## src/rtl/ram_port_arbiter.sv

```systemverilog
// Two-requester round-robin arbiter for the single-port sort RAM.
// Requester 0 is the sort datapath, requester 1 the host port; a lock holds the port for swaps.
module ram_port_arbiter #(
  parameter int SIZE_ADDR = 8,
  parameter int SIZE_DATA = 8,
  parameter int LOCK_MAX  = 16
) (
  input  logic                 i_clk,
  input  logic                 i_rst_n,
  input  logic                 i_req0,
  input  logic                 i_req1,
  input  logic                 i_lock0,
  input  logic                 i_lock1,
  input  logic                 i_wr_en0,
  input  logic                 i_wr_en1,
  input  logic [SIZE_ADDR-1:0] i_addr0,
  input  logic [SIZE_ADDR-1:0] i_addr1,
  input  logic [SIZE_DATA-1:0] i_data0,
  input  logic [SIZE_DATA-1:0] i_data1,
  output logic                 o_gnt0,
  output logic                 o_gnt1,
  output logic                 o_rvalid0,
  output logic                 o_rvalid1,
  output logic [SIZE_DATA-1:0] o_rdata,
  output logic [1:0]           o_lock_abort,
  output logic                 o_ram_rd_en,
  output logic                 o_ram_wr_en,
  output logic [SIZE_ADDR-1:0] o_ram_addr,
  output logic [SIZE_DATA-1:0] o_ram_data,
  input  logic [SIZE_DATA-1:0] i_ram_data
);

  // state | meaning
  // IDLE  | no owner; grant by single request or rr_ptr
  // OWN0  | requester 0 holds a lock; only it may be granted
  // OWN1  | requester 1 holds a lock; only it may be granted
  typedef enum logic [1:0] {
    IDLE = 2'd0,
    OWN0 = 2'd1,
    OWN1 = 2'd2
  } state_t;

  localparam int CNT_W = $clog2(LOCK_MAX + 1);
  localparam logic [CNT_W-1:0] CNT_MAX = CNT_W'(LOCK_MAX);
  localparam logic [CNT_W-1:0] CNT_ONE = CNT_W'(1);

  state_t           state;
  logic             rr_ptr;
  logic [CNT_W-1:0] lock_cnt;
  logic             own_id;
  logic             own_req;
  logic             own_lock;
  logic             own_gnt;

  always_comb begin
    o_gnt0 = 1'b0;
    o_gnt1 = 1'b0;
    if (i_rst_n) begin
      case (state)
        IDLE: begin
          if (i_req0 && i_req1) begin
            o_gnt0 = ~rr_ptr;
            o_gnt1 = rr_ptr;
          end else begin
            o_gnt0 = i_req0;
            o_gnt1 = i_req1;
          end
        end
        OWN0:    o_gnt0 = i_req0;
        OWN1:    o_gnt1 = i_req1;
        default: ;
      endcase
    end
  end

  always_comb begin
    o_ram_rd_en = 1'b0;
    o_ram_wr_en = 1'b0;
    o_ram_addr  = '0;
    o_ram_data  = '0;
    if (o_gnt0) begin
      o_ram_rd_en = ~i_wr_en0;
      o_ram_wr_en = i_wr_en0;
      o_ram_addr  = i_addr0;
      o_ram_data  = i_data0;
    end else if (o_gnt1) begin
      o_ram_rd_en = ~i_wr_en1;
      o_ram_wr_en = i_wr_en1;
      o_ram_addr  = i_addr1;
      o_ram_data  = i_data1;
    end
  end

  assign own_id   = (state == OWN1);
  assign own_req  = own_id ? i_req1  : i_req0;
  assign own_lock = own_id ? i_lock1 : i_lock0;
  assign own_gnt  = own_id ? o_gnt1  : o_gnt0;
  assign o_rdata  = i_ram_data;

  always_ff @(posedge i_clk) begin
    if (!i_rst_n) begin
      state        <= IDLE;
      rr_ptr       <= 1'b0;
      lock_cnt     <= '0;
      o_rvalid0    <= 1'b0;
      o_rvalid1    <= 1'b0;
      o_lock_abort <= 2'b00;
    end else begin
      o_rvalid0    <= o_gnt0 & ~i_wr_en0;
      o_rvalid1    <= o_gnt1 & ~i_wr_en1;
      o_lock_abort <= 2'b00;
      case (state)
        IDLE: begin
          if (o_gnt0) begin
            if (i_lock0) begin
              state    <= OWN0;
              lock_cnt <= CNT_ONE;
            end else begin
              rr_ptr <= 1'b1;
            end
          end else if (o_gnt1) begin
            if (i_lock1) begin
              state    <= OWN1;
              lock_cnt <= CNT_ONE;
            end else begin
              rr_ptr <= 1'b0;
            end
          end
        end
        OWN0, OWN1: begin
          // A voluntary release in the timeout cycle is not reported as an abort.
          if (own_gnt && !own_lock) begin
            state    <= IDLE;
            rr_ptr   <= ~own_id;
            lock_cnt <= '0;
          end else if (!own_req && !own_lock) begin
            state    <= IDLE;
            lock_cnt <= '0;
          end else if (lock_cnt == CNT_MAX) begin
            state        <= IDLE;
            rr_ptr       <= ~own_id;
            lock_cnt     <= '0;
            o_lock_abort <= own_id ? 2'b10 : 2'b01;
          end else begin
            lock_cnt <= lock_cnt + CNT_ONE;
          end
        end
        default: begin
          state    <= IDLE;
          lock_cnt <= '0;
        end
      endcase
    end
  end

endmodule

```

## config.mk

```make
export PLATFORM = sky130hd
export DESIGN_NAME = ram_port_arbiter
export DESIGN_NICKNAME = d
export VERILOG_FILES = /design/src/rtl/ram_port_arbiter.sv
export SDC_FILE = /design/constraint.sdc
export NUM_CORES = 1
export LEC_CHECK = 0
export ABC_AREA = 0
export BUFFER_PORTS_ARGS = -buffer_cell sky130_fd_sc_hd__buf_2
export CORE_MARGIN = 4
export CORE_UTILIZATION = 35
export DETAILED_ROUTE_END_ITERATION = 6
export PLACE_DENSITY_LB_ADDON = 0.3
export SETUP_SLACK_MARGIN = 0.3
export SYNTH_ARGS = -nofsm -noshare
export SYNTH_HDL_FRONTEND = slang
export SYNTH_SLANG_ARGS = --single-unit
```

## constraint.sdc

```tcl
create_clock -name i_clk -period 3.1 [get_ports i_clk]
set_input_delay 0.155 -clock i_clk [delete_from_list [all_inputs] [get_ports i_clk]]
set_output_delay 0.155 -clock i_clk [all_outputs]
set_load 0.03 [all_outputs]
```

==> run_results.csv <==
group,metric,value,unit
sta,final_setup_fails,0,
clock_tree,cts_tree,"yes",
floorplanning,fp.dieArea,4090,µm²
clock_tree,cts-root-buf,"sky130_fd_sc_hd__clkbuf_4",
finish,final_nets,266,
route,detail_route.iter0.violations,65,
flow_run,max_cap_viol_count,0,
yosys,ys_seq_elements,12,
global_route,global_route.overflow_total,0,
clock_tree,cts.htree.levels,1,
sta,max_freq,0.427,GHz
global_route,grtUsageTotal,0.143,
placement,post-dp-hpwl,2290,µm
yosys,post_synth_most_frequent_cells,"sky130_fd_sc_hd__nand2_1, sky130_fd_sc_hd__o21ai_1, sky130_fd_sc_hd__dfxtp_1",
floorplanning,die_height,63.9,µm
floorplanning,design.core.area,3030,µm²
yosys,yosys.area.top_type,"sky130_fd_sc_hd__dfxtp_1",
sta,fin_crit_sh,0.756,
sta,hold_viol_final,0,
finish,num_antenna_cells,0,
finish,nFillCells,313,
critical_path,worstPathArrival,2190,ps
clock_tree,cts_num_sinks,12,
outcome,run_status,"finished, final reports clean",
route,first_pass_drt_iterations,4,
critical_path,number_of_cells_on_the_worst_reg_to_reg_path,7,
hold_path,timing.hold.worst_path_depth,2,
clock_tree,clkTransAtPathRegs,70,ps
finish,layout-drive-gt1-share,0.362,
critical_path,crit_required,2940,ps
sta,rsz0062_at_grt,"no",
yosys,post_synth_arst_share,0,
clock_tree,cts_buffer_depth,2,
placement,port_buffers,63,
sta,fin_setup_tns,0,ps
yosys,synthMostInstantiatedCell,"sky130_fd_sc_hd__nand2_1",
sta,clock-skew-final,0.655,ps
global_route,antenna_found_initial,0,
yosys,ys_dominant_reg_cell,"sky130_fd_sc_hd__dfxtp_1",
clock_tree,cts_post_setup_buffers_inserted,0,
critical_path,crit_path_start_kind,"flop",
route,routed_wl,2790,µm
sta,max-slew-margin-rel,0.635,
clock_tree,cts_hold_repair.buffers,0,
yosys,synth_fp_nets,211,
floorplanning,num_rows,20,
yosys,syn_avg_cell_area,7.02,µm²
hold_path,hold_path.startpoint,"i_wr_en0",
power,power.total,1.04,mW
power,power-per-cell-area,729,nW/µm²
yosys,synth-warning-count,0,
critical_path,reg2reg_to,"lock_cnt[4]",
critical_path,critPathMaxFanout,36,
yosys,synth.top_cell.area_share,0.219,
global_route,via_count_of_the_first_global_routing_pass,1093,
global_route,grt_max_degree,37,
critical_path,critPathCaptureType,"output port",
finish,multi_input_comb_area,742,µm²
hold_path,worstHoldEndpoint,"o_rvalid0",
power,ir_drop,221,µV
floorplanning,initial_core_utilization,0.362,
route,vias,1173,
route,detail-route-antenna-nets,0,
floorplanning,die-width,63.9,µm
route,detail_route.drc_violations,0,
route,drt-wirelength-per-cell,11.0,µm
finish,final-seq-area,240,µm²
yosys,synth.yosys.seq_area_share,0.219,
yosys,synth_edf_count,0,
hold_path,min_path_type,"input port to flop",
power,power.leakage,0.722,nW
critical_path,critical_path_class,"flop to output port",
sta,worstMarginPinSlew,539,ps
route,detail_route.vias_per_cell,4.62,
sta,slew_viol_final,0,
clock_tree,cts_made_buffers,3,
critical_path,setup.reg_to_reg.worst_slack,1010,ps
finish,syn2layout_area_growth,29.9,%
clock_tree,clk_latency,270,ps
clock_tree,post_cts_resized,0,
yosys,ys_types,37,
placement,global_placer_s_final_weighted_congestion,0.774,
yosys,netlist_area,1090,µm²
floorplanning,pin_count,80,
global_route,grt_pass1_wl,4770,µm
critical_path,crit-reg2reg-launch,"state[0]",
yosys,netlist_instances,156,
sta,finalWorstPathRequiredPeriod,2340,ps
yosys,synth.top_cells.by_area,"sky130_fd_sc_hd__dfxtp_1, sky130_fd_sc_hd__nand2_1, sky130_fd_sc_hd__o21ai_1",
-- metal layers --
layer  global-route usage  wire (µm)  vias to the layer above  part of all wire
met5                    0          0                        -                 0
met4               0.0701         46                        0             0.016
met3               0.0439        152                        8             0.054
met2                0.234       1380                       33              0.50
met1                0.168       1210                      492              0.43
li1                     -          -                      640                 -
-- cell usage in the layout (no fill, tap or decap), drive strengths merged, types with 2 or more instances in the layout --
master  netlist  final
nand2        44     44
and2          2      2
inv           7      7
or3           2      2
buf           9     64
and3          4      4
dfxtp        12     12
mux2i         4      4
nor2          6      6
ha            7      7
clkbuf        5      4
nor3          4      4
a21oi         2      2
and3b         3      3
o21ai        26     26
a31oi         2      2
a32o          3      3
-- kinds of logic after synthesis --
kind of cell | after synthesis | synth area share
muxes | 4 | 0.0366
AOI/OAI and AO/OA | 43 | 0.267
buffers and inverters | 21 | 0.103
and+or+nand+nor | 69 | 0.294
adders and majority gates | 7 | 0.0800
DFF | 12 | 0.219
-- how the worst max path moves through the flow --
stage	depth (start not counted)	start	slack, ps	end
finish	8	state[0]	760	o_ram_data[5]
global route	8	state[0]	450	o_ram_addr[0]
CTS	8	state[0]	720	o_ram_data[5]
detailed placement	7	state[0]	1020	lock_cnt[3]
global placement	7	state[0]	1020	lock_cnt[4]
floorplan	7	state[0]	780	o_ram_addr[5]
-- worst max-delay path, cell delays in order, from the launching register on --
cell	delay, ps
sky130_fd_sc_hd__dfxtp_1	340
sky130_fd_sc_hd__inv_1	110
sky130_fd_sc_hd__ha_1	340
sky130_fd_sc_hd__and3_1	240
sky130_fd_sc_hd__o21ai_2	90
sky130_fd_sc_hd__inv_2	390
sky130_fd_sc_hd__nand2_1	120
sky130_fd_sc_hd__o21ai_1	80
sky130_fd_sc_hd__buf_2	210
-- flip-flops by register name, indices dropped and copies added (netlist names) --
register / cells
o_rvalid1: 1
o_rvalid0: 1
lock_cnt: 5
o_lock_abort: 2
rr_ptr: 1
state: 2
-- cell type report --
type / instances / share of cell area
sequential: 12 / 0.169
inverter: 7 / 0.0185
tap: 44 / 0.0387
clock buffer: 4 / 0.0255
timing repair buffer: 64 / 0.227
multi-input combinational: 123 / 0.522
-- metrics by stage --
stage          instances  hold WS, ps  cell area (µm²)  utilization  setup WS, ps
2_1_floorplan        156          239             1090            -           779
3_3_place_gp         250          310             1390        0.458          1020
3_5_place_dp         250          310             1390        0.458          1020
4_1_cts              254         69.2             1420        0.470           723
5_1_grt              254         64.8             1420        0.470           448
6_report             254         74.6             1420        0.470           756
-- where the power goes --
group	switching [mW]	internal, mW	total, mW
Sequential	0.0193	0.179	0.198
Clock	0.0478	0.0714	0.119
Combinational	0.459	0.260	0.720
Total	0.526	0.511	1.04
Power figures use the tool's default switching activity.
